===== config.mk =====
export PLATFORM = sky130hd
export DESIGN_NAME = mmio_monitor_flat
export DESIGN_NICKNAME = d
export VERILOG_FILES = /design/src/rtl/mmio_monitor_pkg.sv /design/src/rtl/mmio_monitor_if.sv /design/src/rtl/mmio_monitor_sync_fifo.sv /design/src/rtl/mmio_monitor.sv /design/src/flat_wrapper.sv
export SDC_FILE = /design/constraint.sdc
export NUM_CORES = 1
export LEC_CHECK = 0
export CAP_MARGIN = 30
export CORE_ASPECT_RATIO = 1.2
export CORE_MARGIN = 3
export CORE_UTILIZATION = 53
export CTS_CLUSTER_DIAMETER = 30
export DETAILED_ROUTE_END_ITERATION = 8
export HOLD_SLACK_MARGIN = 0.06
export PLACE_DENSITY_LB_ADDON = 0.2
export SLEW_MARGIN = 0
export SYNTH_ARGS = -nofsm -noshare
export SYNTH_HDL_FRONTEND = slang
export SYNTH_HIERARCHICAL = 1
export SYNTH_SLANG_ARGS = --single-unit

===== constraint.sdc =====
create_clock -name clk -period 8.7 [get_ports clk]
set_input_delay 1.74 -clock clk [delete_from_list [all_inputs] [get_ports clk]]
set_output_delay 1.74 -clock clk [all_outputs]
set_load 0.1 [all_outputs]

===== src/rtl/mmio_monitor_pkg.sv =====
// Shared types and helpers for the MMIO bus monitor: FSM state encoding,
// the captured log entry layout and saturating counter increments.
package mmio_monitor_pkg;

  // Default bus widths used by the log entry layout.
  localparam int LOG_ADDR_W = 32;
  localparam int LOG_DATA_W = 32;

  // Monitor run state. HALT and TIMEOUT are terminal until reset.
  typedef enum logic [1:0] {
    ST_RUN     = 2'd0,
    ST_HALT    = 2'd1,
    ST_TIMEOUT = 2'd2
  } monState_t;

  // One captured MMIO store.
  typedef struct packed {
    logic [LOG_ADDR_W-1:0] addr;
    logic [LOG_DATA_W-1:0] data;
  } logEntry_t;

  // Increment that sticks at all-ones instead of wrapping.
  function automatic logic [15:0] satInc16(input logic [15:0] value);
    return (value == 16'hFFFF) ? value : value + 16'd1;
  endfunction

  // 32-bit variant for the cycle counter.
  function automatic logic [31:0] satInc32(input logic [31:0] value);
    return (value == 32'hFFFF_FFFF) ? value : value + 32'd1;
  endfunction

endpackage


===== src/rtl/mmio_monitor_if.sv =====
// Shared core/memory bus as seen by the monitor plus the log drain port.
// The master side is whoever drives the bus and consumes the log; the
// slave side is the monitor itself.
interface mmio_monitor_if #(
  parameter int ADDR_W = 32,
  parameter int DATA_W = 32
);

  logic [ADDR_W-1:0] address;
  logic [DATA_W-1:0] data_out;
  logic              we;
  logic              log_valid;
  logic              log_ready;
  logic [ADDR_W-1:0] log_addr;
  logic [DATA_W-1:0] log_data;

  modport master (
    output address, data_out, we, log_ready,
    input  log_valid, log_addr, log_data
  );

  modport slave (
    input  address, data_out, we, log_ready,
    output log_valid, log_addr, log_data
  );

endinterface


===== src/rtl/mmio_monitor_sync_fifo.sv =====
// Small synchronous FIFO with one extra pointer bit to tell full from
// empty. In first-word-fall-through mode the head entry is presented on
// o_rdata as soon as it is written; otherwise o_rdata is loaded on pop.
// A push into a full FIFO is accepted when a pop happens in the same cycle.
module sync_fifo #(
  parameter int WIDTH = 64,
  parameter int DEPTH = 8,
  parameter bit FWFT  = 1'b1
) (
  input  logic             clk,
  input  logic             reset,
  input  logic             i_push,
  input  logic [WIDTH-1:0] i_wdata,
  input  logic             i_pop,
  output logic [WIDTH-1:0] o_rdata,
  output logic             o_full,
  output logic             o_empty
);

  localparam int AW = $clog2(DEPTH);
  localparam int PW = AW + 1;

  logic [WIDTH-1:0] r_mem [DEPTH];
  logic [PW-1:0]    r_wrPtr;
  logic [PW-1:0]    r_rdPtr;
  logic             w_full;
  logic             w_empty;
  logic             w_rdEn;
  logic             w_wrEn;

  assign w_empty = (r_wrPtr == r_rdPtr);
  assign w_full  = (r_wrPtr[AW] != r_rdPtr[AW]) &&
                   (r_wrPtr[AW-1:0] == r_rdPtr[AW-1:0]);
  assign w_rdEn  = i_pop && !w_empty;
  assign w_wrEn  = i_push && (!w_full || w_rdEn);

  assign o_full  = w_full;
  assign o_empty = w_empty;

  // Storage and pointers; reset wipes contents so the head reads zero.
  always_ff @(posedge clk) begin
    if (reset) begin
      r_wrPtr <= '0;
      r_rdPtr <= '0;
      for (int i = 0; i < DEPTH; i++) begin
        r_mem[i] <= '0;
      end
    end else begin
      if (w_wrEn) begin
        r_mem[r_wrPtr[AW-1:0]] <= i_wdata;
        r_wrPtr                <= r_wrPtr + 1'b1;
      end
      if (w_rdEn) begin
        r_rdPtr <= r_rdPtr + 1'b1;
      end
    end
  end

  generate
    if (FWFT) begin : g_fwft
      assign o_rdata = r_mem[r_rdPtr[AW-1:0]];
    end else begin : g_std
      logic [WIDTH-1:0] r_rdata;

      // Registered read data, updated only when an entry is popped.
      always_ff @(posedge clk) begin
        if (reset) begin
          r_rdata <= '0;
        end else if (w_rdEn) begin
          r_rdata <= r_mem[r_rdPtr[AW-1:0]];
        end
      end

      assign o_rdata = r_rdata;
    end
  endgenerate

endmodule


===== src/rtl/mmio_monitor.sv =====
// Passive observer of the core/memory bus. Ends the run when the halt
// address shows up, stops it when the cycle budget runs out, and logs
// every store into the MMIO window into a FIFO drained via valid/ready.
module mmio_monitor
  import mmio_monitor_pkg::*;
#(
  parameter int                ADDR_W     = 32,
  parameter int                DATA_W     = 32,
  parameter logic [ADDR_W-1:0] HALT_ADDR  = 32'h0000_0FFC,
  parameter logic [ADDR_W-1:0] MMIO_MASK  = 32'h0000_0800,
  parameter int unsigned       TIMEOUT    = 2000,
  parameter int                FIFO_DEPTH = 8
) (
  input  logic                 clk,
  input  logic                 reset,
  mmio_monitor_if.slave        bus,
  output logic                 halted,
  output logic                 timed_out,
  output logic [31:0]          cycle_count,
  output logic [15:0]          store_count,
  output logic [15:0]          drop_count
);

  localparam bit          TIMEOUT_EN   = (TIMEOUT != 0);
  localparam logic [31:0] TIMEOUT_LAST = TIMEOUT_EN ? 32'(TIMEOUT - 1) : 32'd0;
  localparam int          ENTRY_W      = ADDR_W + DATA_W;

  monState_t          r_state;
  logic               r_halted;
  logic               r_timedOut;
  logic [31:0]        r_cycleCount;
  logic [15:0]        r_storeCount;
  logic [15:0]        r_dropCount;

  logic               w_running;
  logic               w_haltHit;
  logic               w_timeoutHit;
  logic               w_capture;
  logic               w_pop;
  logic               w_push;
  logic               w_drop;
  logic               w_full;
  logic               w_empty;
  logic [ENTRY_W-1:0] w_wdata;
  logic [ENTRY_W-1:0] w_rdata;

  // Halt wins over the watchdog, and a halt access is never logged even
  // though the halt address sits inside the MMIO window. The access in the
  // watchdog's final cycle is still a normal RUN cycle and gets logged.
  assign w_running    = (r_state == ST_RUN);
  assign w_haltHit    = w_running && (bus.address == HALT_ADDR);
  assign w_timeoutHit = w_running && !w_haltHit && TIMEOUT_EN &&
                        (r_cycleCount == TIMEOUT_LAST);
  assign w_capture    = w_running && !w_haltHit && bus.we &&
                        ((bus.address & MMIO_MASK) != '0);

  // Pop first, then push, so a full FIFO still takes a store when drained.
  assign w_pop   = !w_empty && bus.log_ready;
  assign w_push  = w_capture && (!w_full || w_pop);
  assign w_drop  = w_capture && !w_push;
  assign w_wdata = {bus.address, bus.data_out};

  sync_fifo #(
    .WIDTH (ENTRY_W),
    .DEPTH (FIFO_DEPTH),
    .FWFT  (1'b1)
  ) u_fifo (
    .clk     (clk),
    .reset   (reset),
    .i_push  (w_push),
    .i_wdata (w_wdata),
    .i_pop   (w_pop),
    .o_rdata (w_rdata),
    .o_full  (w_full),
    .o_empty (w_empty)
  );

  // Run-state machine with sticky registered halted / timed_out flags.
  always_ff @(posedge clk) begin
    if (reset) begin
      r_state    <= ST_RUN;
      r_halted   <= 1'b0;
      r_timedOut <= 1'b0;
    end else begin
      case (r_state)
        ST_RUN: begin
          if (w_haltHit) begin
            r_state  <= ST_HALT;
            r_halted <= 1'b1;
          end else if (w_timeoutHit) begin
            r_state    <= ST_TIMEOUT;
            r_timedOut <= 1'b1;
          end
        end
        ST_HALT:    r_state <= ST_HALT;
        ST_TIMEOUT: r_state <= ST_TIMEOUT;
        default:    r_state <= ST_RUN;
      endcase
    end
  end

  // Saturating statistics: RUN cycles, accepted and dropped MMIO stores.
  always_ff @(posedge clk) begin
    if (reset) begin
      r_cycleCount <= '0;
      r_storeCount <= '0;
      r_dropCount  <= '0;
    end else begin
      if (w_running) begin
        r_cycleCount <= satInc32(r_cycleCount);
      end
      if (w_push) begin
        r_storeCount <= satInc16(r_storeCount);
      end
      if (w_drop) begin
        r_dropCount <= satInc16(r_dropCount);
      end
    end
  end

  assign bus.log_valid = !w_empty;
  assign bus.log_addr  = w_rdata[DATA_W +: ADDR_W];
  assign bus.log_data  = w_rdata[DATA_W-1:0];

  assign halted      = r_halted;
  assign timed_out   = r_timedOut;
  assign cycle_count = r_cycleCount;
  assign store_count = r_storeCount;
  assign drop_count  = r_dropCount;

endmodule


===== src/flat_wrapper.sv =====
// flat-port wrapper written by rule: the top's interface ports become plain ports
module mmio_monitor_flat import mmio_monitor_pkg::*;
#(
  parameter int                ADDR_W     = 32,
  parameter int                DATA_W     = 32,
  parameter logic [ADDR_W-1:0] HALT_ADDR  = 32'h0000_0FFC,
  parameter logic [ADDR_W-1:0] MMIO_MASK  = 32'h0000_0800,
  parameter int unsigned       TIMEOUT    = 2000,
  parameter int                FIFO_DEPTH = 8
)
  (clk, reset, halted, timed_out, cycle_count, store_count, drop_count, bus_address, bus_data_out, bus_we, bus_log_ready, bus_log_valid, bus_log_addr, bus_log_data);
  mmio_monitor_if #(.ADDR_W(ADDR_W), .DATA_W(DATA_W)) bus_i ();
  input  logic clk;
  input  logic reset;
  output logic halted;
  output logic timed_out;
  output logic [31:0] cycle_count;
  output logic [15:0] store_count;
  output logic [15:0] drop_count;
  input wire logic [$bits(bus_i.address)-1:0] bus_address;
  input wire logic [$bits(bus_i.data_out)-1:0] bus_data_out;
  input wire logic [$bits(bus_i.we)-1:0] bus_we;
  input wire logic [$bits(bus_i.log_ready)-1:0] bus_log_ready;
  output wire logic [$bits(bus_i.log_valid)-1:0] bus_log_valid;
  output wire logic [$bits(bus_i.log_addr)-1:0] bus_log_addr;
  output wire logic [$bits(bus_i.log_data)-1:0] bus_log_data;
  assign bus_i.address = bus_address;
  assign bus_i.data_out = bus_data_out;
  assign bus_i.we = bus_we;
  assign bus_i.log_ready = bus_log_ready;
  assign bus_log_valid = bus_i.log_valid;
  assign bus_log_addr = bus_i.log_addr;
  assign bus_log_data = bus_i.log_data;
  mmio_monitor #(.ADDR_W(ADDR_W), .DATA_W(DATA_W), .HALT_ADDR(HALT_ADDR), .MMIO_MASK(MMIO_MASK), .TIMEOUT(TIMEOUT), .FIFO_DEPTH(FIFO_DEPTH)) u_core (.clk(clk), .reset(reset), .bus(bus_i), .halted(halted), .timed_out(timed_out), .cycle_count(cycle_count), .store_count(store_count), .drop_count(drop_count));
endmodule

---- After elaboration in Yosys (flattened, before gate mapping) ----
Memories as Yosys holds them, arrays and structs flattened. A register that Yosys moved wholly into a read port is not among the register bits.
Index checks and enable logic that the tools add are counted.
W data, S select, Z words.
storage, ports and cells
  output and inout port bits .............. 131
  register bits after elaboration ......... 76
  memories ................................ 1
  logic and storage cells ................. 66
  RAM bits ................................ 512
memory list
  memory               depth  width  read ports  clocked after Yosys merged registers in  wr ports  RTL line                      text
  u_core.u_fifo.r_mem  8      64     1           1                                        8         mmio_monitor_sync_fifo.sv:23  logic [WIDTH-1:0] r_mem [DEPTH];
operators by class
  equality and inequality tests ........... 11
  $add $sub $neg .......................... 5
  multiplexer cells ....................... 13
  bitwise logic cells ..................... 4
  reductions and logical operators ........ 24
operators with widths
  kind                     number
  $mux W64                 1
  $reduce_or A64 Y1        1
  $add A16 B1 Y16 const B  2
  $add A32 B1 Y32 const B  1
  $eq A16 B16 Y1 const B   2
  $eq A32 B11 Y1 const B   1
  $eq A32 B12 Y1 const B   1
  $eq A32 B32 Y1 const B   1
  $logic_and A1 B1 Y1      11
  $mux W3                  3
  $add A4 B1 Y4 const B    2
  $reduce_and A2 Y1        4
  $mux W1                  6
  $pmux W2 S3              1
  $eq A4 B4 Y1             1
  $logic_not A1 Y1         4
  $mux W2                  2
  $not A1 Y1               4
  $eq A3 B3 Y1             1
  $ne A3 B3 Y1 const B     1
  $reduce_and A3 Y1        1
  $eq A2 B1 Y1 const B     1
  $eq A2 B2 Y1 const B     1
  $logic_not A2 Y1         1
  other kinds (2)          3

---- Logic depth before layout (Yosys ltp) ----
  depth in word-level cells ............... 13
  gate-level depth with buffers ........... 16
  depth with buffers taken out ............ 11

---- Hierarchy ----
The synthesis kept the hierarchy.
by module, submodules not included
  module        cells an instance  area an instance (um^2)  times used
  sync_fifo     1542               22656.7                  1
  mmio_monitor  448                3673.5                   1

---- Worst setup path after synthesis ----
No wires, ideal clock.
  path type ............................... in2reg
  start point ............................. in bus_address[11]
  end point ............................... mem u_core.u_fifo.r_mem[0][0], enable pin
  setup time .............................. 0.581 ns
  path slack .............................. -0.053 ns
  data arrival time ....................... 8.172 ns
  data required time ...................... 8.119 ns
  stages on the path ...................... 11
  cell sequence ........................... and4_1 > nand4_1 > o21ai_0 > clkbuf_1 > clkbuf_1 > inv_1 > clkbuf_1 > nor2b_1 > buf_2 > o21ai_1 > o31ai_1
RTL lines
  what             RTL line                      text
  start, declared  flat_wrapper.sv:20            input wire logic [$bits(bus_i.address)-1:0] bus_address;
  end, declared    mmio_monitor_sync_fifo.sv:23

==> flow_summary.html <==
<table>
<tr><th>Metric</th><th>Value</th></tr>
<tr><th colspan="2">Worst setup path</th></tr>
<tr><td>Launching element type of the critical path</td><td>flop</td></tr>
<tr><td>Required @ worst endpoint</td><td>6.96 ns</td></tr>
<tr><td>Crit path DAT</td><td>~4.2 ns</td></tr>
<tr><td>Crit end category</td><td>output pin</td></tr>
<tr><td>Maximum net fanout on the critical path</td><td>89</td></tr>
<tr><td>Type of the worst setup path</td><td>flop to output pin</td></tr>
<tr><th colspan="2">Timing</th></tr>
<tr><td>Final worst setup slack</td><td>2.78 ns</td></tr>
<tr><td>Slew Viols, Final</td><td>0</td></tr>
<tr><td>Hold WS</td><td>0.474 ns</td></tr>
<tr><td>Final number of hold-violating endpoints</td><td>0</td></tr>
<tr><td>Worst-margin pin slew</td><td>approximately 1.1 ns</td></tr>
<tr><td>Worst clock skew</td><td>0.0231 ns</td></tr>
<tr><td>Highest achievable clock rate</td><td>169 MHz</td></tr>
<tr><td>Worst slew margin relative to its limit</td><td>about 30%</td></tr>
<tr><td>Fraction of the cycle the final worst path needs</td><td>68.0%</td></tr>
<tr><td>Setup tns final</td><td>0 ns</td></tr>
<tr><td>Final worst path period need</td><td>5.92 ns</td></tr>
<tr><td>RSZ-0062 raised after global routing</td><td>no</td></tr>
<tr><td>Endpoints failing setup</td><td>0</td></tr>
<tr><th colspan="2">Power</th></tr>
<tr><td>Overall power consumption</td><td>7.85 mW</td></tr>
<tr><td>Worst IR Drop VDD</td><td>0.173 mV</td></tr>
<tr><td>Static power due to leakage</td><td>10.8 nW</td></tr>
<tr><td>Power density cells</td><td>~240 nW/um^2</td></tr>
<tr><th colspan="2">Floorplan</th></tr>
<tr><td>Chip height</td><td>250 um</td></tr>
<tr><td>Horiz. Die Dim</td><td>209 um</td></tr>
<tr><td>Die outline area</td><td>around 52000 um^2</td></tr>
<tr><td>Core area</td><td>slightly below 50000 um^2</td></tr>
<tr><td>Starting utilization of the core area</td><td>54.2%</td></tr>
<tr><td>IO Count</td><td>199</td></tr>
<tr><td>Floorplan row count</td><td>88</td></tr>
<tr><th colspan="2">CTS</th></tr>
<tr><td>Resized cells post-CTS</td><td>0</td></tr>
<tr><td>Post-CTS setup buffer count</td><td>0</td></tr>
<tr><td>Total clock buffers created by CTS</td><td>99</td></tr>
<tr><td>Latest clock arrival within the worst-skew pair</td><td>0.63 ns</td></tr>
<tr><td>Root buffer cell</td><td>sky130_fd_sc_hd__clkbuf_16</td></tr>
<tr><td>CTS H-tree depth</td><td>3</td></tr>
<tr><td>Number of buffers on the longest clock path</td><td>3</td></tr>
<tr><td>Hold buffer count at CTS</td><td>0</td></tr>
<tr><td>Clk slew on worst S/H paths</td><td>0.05 ns</td></tr>
<tr><td>Clock tree from TritonCTS</td><td>yes</td></tr>
<tr><td>Sink count of the clock tree</td><td>approximately 590</td></tr>
<tr><th colspan="2">Yosys</th></tr>
<tr><td>Average instance area after synthesis</td><td>13.2 um^2</td></tr>
<tr><td>#FFs+latches synth</td><td>slightly below 600</td></tr>
<tr><td>Number of warning messages in the yosys log</td><td>6</td></tr>
<tr><td>Gate count of the mapped netlist</td><td>1990</td></tr>
<tr><td>EDFF count, synth</td><td>512</td></tr>
<tr><td>Most instantiated flip-flop cell in the synthesis netlist</td><td>sky130_fd_sc_hd__edfxtp_1</td></tr>
<tr><td>Combined area of all synthesized cells</td><td>26300 um^2</td></tr>
<tr><td>Syn_nets</td><td>2063</td></tr>
<tr><td>Post-synth cell types</td><td>62</td></tr>
<tr><td>Proportion of register bits with asynchronous set or reset after synthesis</td><td>0%</td></tr>
<tr><td>Seq/Total Area, Yosys</td><td>64.4%</td></tr>
<tr><th colspan="2">Placed design</th></tr>
<tr><td>Input/output buffers</td><td>approximately 200</td></tr>
<tr><td>Placed instance area</td><td>roughly 29000 um^2</td></tr>
<tr><td>Estimated wirelength of the detail-placed design</td><td>around 38000 um</td></tr>
<tr><td>Cell Count Post-Placement</td><td>2720</td></tr>
<tr><td>Gpl congestion</td><td>slightly below 0.8</td></tr>
<tr><td>Placement Setup Slack</td><td>2.36 ns</td></tr>
<tr><th colspan="2">Route</th></tr>
<tr><td>Number of detailed-route iterations in the first pass</td><td>5</td></tr>
<tr><td>Initial detailed-routing violation count</td><td>~1400</td></tr>
<tr><td>Detailed-route wire length</td><td>66200 um</td></tr>
<tr><td>Routed WL per cell</td><td>between 20 and 25 um</td></tr>
<tr><td>Vias after detailed routing</td><td>17435</td></tr>
<tr><td>Post-detailed-route via-to-cell ratio</td><td>5.99</td></tr>
<tr><td>Detail Route Antenna Nets</td><td>0</td></tr>
<tr><td>DRC errors left</td><td>0</td></tr>
<tr><th colspan="2">Final layout</th></tr>
<tr><td>Most common cell after layout, fill and taps aside</td><td>sky130_fd_sc_hd__nor2_1</td></tr>
<tr><td>Commonest cells after routing, fill and taps aside</td><td>551 x sky130_fd_sc_hd__nor2_1, 512 x sky130_fd_sc_hd__edfxtp_1, 197 x sky130_fd_sc_hd__clkdlybuf4s50_1, 157 x sky130_fd_sc_hd__nand2_1, 128 x sky130_fd_sc_hd__mux4_2</td></tr>
<tr><td>Non-filler cells, final</td><td>just under 3000</td></tr>
<tr><td>Final net count</td><td>2268</td></tr>
<tr><td>Layout cell share with drive strength beyond 1</td><td>about 19%</td></tr>
<tr><td>Share of the core filled with cells</td><td>67.0%</td></tr>
<tr><td>Final instance area</td><td>32500 um^2</td></tr>
<tr><td>Relative area change from synthesis to final layout</td><td>23.5%</td></tr>
<tr><td>Inserted Diodes</td><td>0</td></tr>
<tr><th colspan="2">GRT</th></tr>
<tr><td>Global-route wire length before repair</td><td>102000 um</td></tr>
<tr><td>Vias in the first global route</td><td>18146</td></tr>
<tr><td>Maximum number of pins on one net before global-route repair</td><td>90</td></tr>
<tr><td>Gr ovfl total</td><td>0</td></tr>
<tr><td>Number of antenna violations at the first check in global routing</td><td>2</td></tr>
<tr><td>Global-route usage over all layers</td><td>25.2%</td></tr>
<tr><th colspan="2">Job</th></tr>
<tr><td># Max-Cap Violations</td><td>0</td></tr>
<tr><th colspan="2">Hold path</th></tr>
<tr><td>Path class of the lowest-slack min-delay path</td><td>flop to flop</td></tr>
<tr><th colspan="2">Run status</th></tr>
<tr><td>Status</td><td>finished, final reports clean</td></tr>
</table>
-- worst paths after layout --
kind,slack [ns],cells past startpoint,end,from
setup / recovery,2.78,4,bus_log_data[4],flop
hold reg to reg,0.47,2,u_core/timed_out$_SDFFE_PP0P_,u_core/timed_out$_SDFFE_PP0P_
setup reg to reg,3.84,12,u_core/u_fifo/r_mem[5][22]$_SDFFCE_PN0P_,u_core/u_fifo/r_wrPtr[1]$_SDFFE_PP0P_
hold / removal,0.47,2,u_core/timed_out$_SDFFE_PP0P_,u_core/timed_out$_SDFFE_PP0P_
-- critical path: stages (launching register included) --
cell	delay, ns
sky130_fd_sc_hd__dfxtp_4	0.91
sky130_fd_sc_hd__buf_12	0.60
sky130_fd_sc_hd__mux4_2	0.60
sky130_fd_sc_hd__mux2_2	0.32
sky130_fd_sc_hd__clkdlybuf4s50_1	1.00
-- per-layer routing --
layer / wire [um] / track usage (%)
met3: 5110 / 5.36
met5: 21 / 0
met1: 24900 / 31.4
met4: 1910 / 9.42
met2: 34200 / 43.5
-- layout make-up --
class / instances / area [um^2]
inverters: 16 / 60.1
well taps: 630 / 788
flip-flops and latches: 591 / 17000
fillers: 3356 / 16000
clock buffers: 110 / 2560
multi-input cells: 1249 / 8800
repair buffers: 238 / 2490
clock inverters: 77 / 848
-- power breakdown --
| group | leakage [nW] | total [mW] | internal (mW) | switching, mW |
|---|---|---|---|---|
| sequential | 5.95 | 3.23 | 3.19 | 0.0415 |
| combinational | 3.20 | 0.709 | 0.216 | 0.493 |
| clock | 1.65 | 3.92 | 2.49 | 1.42 |
-- kinds of logic after synthesis --
group,share of synthesized area (%)
AOI/OAI and AO/OA,3.00
adders and majority gates,0.238
DFF,64.4
buffers and inverters,2.67
and+or+nand+nor,14.9
muxes,14.5
xor gates and xnor gates,0.356
-- registers in the layout, summed over array words and instances (netlist names), named ones only --
register               cells
u_core/halted              1
u_core/u_fifo/r_rdPtr      4
u_core/u_fifo/r_wrPtr      4
u_core/u_fifo/r_mem      512
u_core/cycle_count        32
u_core/drop_count         16
u_core/store_count        16
u_core/timed_out           1
u_core/r_state             2
-- synthesized netlist by cell type, types with 18 or more instances --
master	number	area share (%)
sky130_fd_sc_hd__nor4_1	20	0.48
sky130_fd_sc_hd__mux2_2	78	3.3
sky130_fd_sc_hd__nand4_1	25	0.59
sky130_fd_sc_hd__nor2b_1	19	0.45
sky130_fd_sc_hd__buf_2	64	1.2
sky130_fd_sc_hd__nand3_1	25	0.48
sky130_fd_sc_hd__or4_1	18	0.51
sky130_fd_sc_hd__clkbuf_1	55	0.78
sky130_fd_sc_hd__edfxtp_1	512	58
sky130_fd_sc_hd__dfxtp_1	79	6.0
sky130_fd_sc_hd__mux4_2	128	11
sky130_fd_sc_hd__a21oi_1	49	0.93
sky130_fd_sc_hd__or3_1	31	0.74
sky130_fd_sc_hd__o21ai_0	32	0.61
sky130_fd_sc_hd__nand2_1	157	2.2
sky130_fd_sc_hd__nor2_1	551	7.9
sky130_fd_sc_hd__o31ai_1	21	0.60
No activity file was read; power rests on OpenSTA's default activity.
==> patch 1: new RTL, config.mk and constraints unchanged <==
`FIFO_DEPTH` is set to 8 in 2 places; all go to 16.
--- a/src/rtl/mmio_monitor.sv
+++ b/src/rtl/mmio_monitor.sv
@@ -11,3 +11,3 @@
   parameter int unsigned       TIMEOUT    = 2000,
-  parameter int                FIFO_DEPTH = 8
+  parameter int                FIFO_DEPTH = 16
 ) (
--- a/src/flat_wrapper.sv
+++ b/src/flat_wrapper.sv
@@ -8,3 +8,3 @@
   parameter int unsigned       TIMEOUT    = 2000,
-  parameter int                FIFO_DEPTH = 8
+  parameter int                FIFO_DEPTH = 16
 )
Check against the original RTL: no difference found for any inputs over 4 cycles, from zero or initial values and one cycle with reset high; that may be too few to reach the edited logic, so the function may still have changed.
==> patch 1 against the unedited design <==
- cell count rose by 68%
- design area grew 76%
- non-clock buffer count grew 13
- worst setup slack worse by 0.089 ns
- combinational power is 25% higher
- critical path depth up 1
- sequential cell count increased by 515
- hold slack lost 0.027 ns
- routed wire length is 100% higher
- synthesized area up 85%
- power rose by 74%
- largest cell class unchanged
==> patch 1: results (changes against the unedited design) <==
[clock_network]
cts_buffers=174  ; +76%
h-tree-depth=4  ; +1

[logic_synthesis]
muxShareOfSynthArea_pct=15.30  ; +0.82 points
synth.distinct_cells=60  ; -3.2%
synth_edf_count=1024  ; +100%
synthCells=3384  ; +70%
synth-compound-area-share_pct=1.557  ; -1.4 points
synth_adder_area_share_pct=0.2058  ; -0.032 points

[drt]
dr.pass1.iters=7  ; +2
wl_met1_um=49480  ; +98%
dr_total_vias=30470  ; +75%
dr_wl_met2_um=67690  ; +98%
drtIter0Drc=3655  ; +160%
wl_met3_um=11820  ; +130%

[layout]
n_all_buffers=251  ; +5.5%
multiInputGateArea_mm2=0.01497  ; +70%
clock_buffers=194  ; +76%
fillers=6620  ; +97%
final-clk-cell-share_pct=10.05  ; -0.44 points
nonClkBufAreaFrac_pct=4.609  ; -3.1 points
largest_reg_flops=1024  ; +100%
regArea_mm2=0.03241  ; +91%

[global_routing]
grt_pass1_wl_um=198000  ; +93%
first_global_vias=31770  ; +75%

[run_status]
status=finished, final reports clean

[worst_setup_path]
arrival_ns=4.26  ; +0.08 ns

[place]
place_congestion=0.8073  ; +3.4%
dp_cells=4561  ; +68%

[power]
p_int_uw=10540  ; +79%

patch 1: cell types whose count changed in the layout (fill, tap and decap cells not counted), moves of 15 or more:
cell	change
clkinv_2	+15
a21o_4	+15
nand2_1	+125
mux4_2	+192
nor2_1	+519
clkbuf_16	+77
edfxtp_1	+512
mux2_2	-63
patch 1: final timing paths:
| path | from | end | slack, ns | cells past startpoint |
|---|---|---|---|---|
| min | u_core/timed_out$_SDFFE_PP0P_ | u_core/timed_out$_SDFFE_PP0P_ | 0.45 | 2 |
| min reg2reg | u_core/timed_out$_SDFFE_PP0P_ | u_core/timed_out$_SDFFE_PP0P_ | 0.45 | 2 |
| max | register | bus_log_data[30] | 2.70 | 5 |
| max reg2reg | u_core/u_fifo/r_wrPtr[2]$_SDFFE_PP0P_ | u_core/u_fifo/r_mem[4][42]$_SDFFCE_PN0P_ | 4.02 | 13 |
==> patch 2: new RTL, same settings <==
Made on the original files. Put one more register stage on the output `cycle_count`, with the module's reset. The value now appears one clock later. The other outputs are not delayed to match.
--- a/src/rtl/mmio_monitor.sv
+++ b/src/rtl/mmio_monitor.sv
@@ -126,3 +126,9 @@
   assign timed_out   = r_timedOut;
-  assign cycle_count = r_cycleCount;
+  always_ff @(posedge clk) begin
+    if (reset) begin
+      cycle_count <= '0;
+    end else begin
+      cycle_count <= r_cycleCount;
+    end
+  end
   assign store_count = r_storeCount;
Function: changed (Yosys sat finds a counterexample within 4 cycles, from zero or initial values and one cycle with reset high).
==> patch 2 against the unedited design <==
- first-iteration DRC count rose by 8.0%
- routed wire length rose by 3.4%
- critical endpoint is now u_core/u_fifo/r_mem[6][41]$_SDFFCE_PN0P_
- count of clock-buffer cells in the layout rose by 15
- die area rose by 2.8%
- design area rose by 3.2%
- worst setup slack got worse by 0.46 ns
- power rose by 6.7%
- sequential cell count rose by 32
- synthesized area rose by 2.9%
- utilization fell by 0.47 points
==> patch 2: results (changes against the unedited design) <==
[run_status]
status=finished, final reports clean

[worst_setup_path]
slowest_stage=nor2b_4
cp_slowest_stage_delay_ns=0.85  ; -0.15 ns
crit_fanout=39  ; -56%
arrival_ns=6.62  ; +2.44 ns
r2r_setup_slack_ns=2.83  ; -1.01 ns

[drt]
wl_met3_um=5271  ; +3.1%
drtIter0Drc=1505  ; +8.0%
drt_wl_total_um=68460  ; +3.4%
dr_wl_met2_um=35380  ; +3.5%
wl_met1_um=26300  ; +5.4%
dr.pass1.iters=5  ; unchanged
dr.max_layer_used=met4
viasPerCell=5.945  ; -0.74%

[clock_network]
h-tree-depth=3  ; unchanged
cts_buffers=104  ; +5.1%
cts_setup_buffers=0  ; unchanged

[place]
dp_hpwl_um=38830  ; +2.7%
place_area_mm2=0.02966  ; +2.2%
place_congestion=0.8551  ; +9.6%

[power]
switchingPower_uw=1939  ; -1.0%
seqPwrFrac_pct=40.2  ; -0.9 points
ir_drop_v=0.0001594  ; -7.6%
p_int_uw=6437  ; +9.2%
pwr-share-clk_pct=51.5  ; +1.6 points
total_leakage_power_uw=0.01134  ; +5.1%

[global_routing]
grt_use_total_pct=25.76  ; +0.59 points
met1_usage_pct=33.54  ; +2.2 points
use_met3_pct=5.569  ; +0.21 points
grt_pass1_wl_um=105900  ; +3.4%
groute.layer.met2.usage_pct=43.88  ; +0.42 points
grt_max_degree=90  ; unchanged
antenna_found_initial=1  ; -1
first_global_vias=18430  ; +1.6%

[logic_synthesis]
synth_edf_count=512  ; unchanged
syn_nets=2114  ; +2.5%
ys_top_cells_by_count=nor2_1 (552), edfxtp_1 (512), nand2_1 (171)
synth-seq-area-share_pct=64.98  ; +0.58 points
synth_area_leaders=edfxtp_1 (57%), mux4_2 (11%), dfxtp_1 (8.2%), nor2_1 (7.7%), mux2_2 (3.1%)
synth.distinct_cells=56  ; -9.7%

[layout]
nNetsFinal=2324  ; +2.5%
final-clk-cell-share_pct=11.27  ; +0.79 points
drive_gt1_share_pct=19.21  ; -0.12 points
seq_area_share_pct=52.48  ; +0.31 points
nonClkBufAreaFrac_pct=7.436  ; -0.24 points
nMultiInputCombCells=1266  ; +1.4%
fillers=3611  ; +7.6%
inv_count=18  ; +2
clock_buffers=125  ; +14%
design_area_mm2=0.03355  ; +3.2%
multiInputGateArea_mm2=0.008792  ; about the same
seq_cells=623  ; +5.4%

[sta]
hold_ws_ns=0.4918  ; +0.01776 ns
worst_pin_slew_ns=1.080  ; +0.02768 ns
skew_ns=0.01952  ; -0.003623 ns

==> patch 2: changes by cell type after synthesis, moves of 11 or more <==
cell / change
dfxtp_1: +32
nand2_1: +14
buf_2: -28
nor2b_1: +16
or4_1: +11
buf_4: +22
==> patch 2: metrics by stage <==
| stage | utilization [%] | cells | setup WS, ns |
|---|---|---|---|
| 6_report | 66.50 | 2986 | 2.329 |
| 3_5_place_dp | 58.79 | 2785 | 1.769 |
| 3_3_place_gp | 58.41 | 2776 | 1.989 |
| 2_1_floorplan | - | 2041 | 0.2109 |
| 4_1_cts | 66.28 | 2982 | 2.422 |
| 5_1_grt | 66.50 | 2986 | 2.229 |
==> patch 2: kinds of logic (layout without fill, tap and decap cells) <==
| family | count (synthesis) | in the layout | share of synthesized area, % |
|---|---|---|---|
| AO/OA/AOI/OAI | 116 | 116 | 2.615 |
| AND/OR/NAND/NOR | 929 | 929 | 14.92 |
| flip-flops | 623 | 623 | 64.98 |
| multiplexers | 208 | 208 | 13.95 |
| adder cells (fa/ha/maj) | 5 | 5 | 0.2310 |
| XOR/XNOR | 8 | 8 | 0.2865 |
| buffers and inverters | 152 | 453 | 3.021 |
==> patch 2: path summary, 6_finish.rpt <==
path | from | end | depth (start not counted)
setup reg to reg | u_core/u_fifo/r_wrPtr[1]$_SDFFE_PP0P_ | u_core/u_fifo/r_mem[6][41]$_SDFFCE_PN0P_ | 11
hold reg to reg | u_core/r_state[1]$_SDFFE_PP0P_ | u_core/r_state[0]$_SDFFE_PP0P_ | 1
hold / removal | u_core/r_state[1]$_SDFFE_PP0P_ | u_core/r_state[0]$_SDFFE_PP0P_ | 1
setup / recovery | bus_address[11] | u_core/u_fifo/r_mem[6][41]$_SDFFCE_PN0P_ | 12
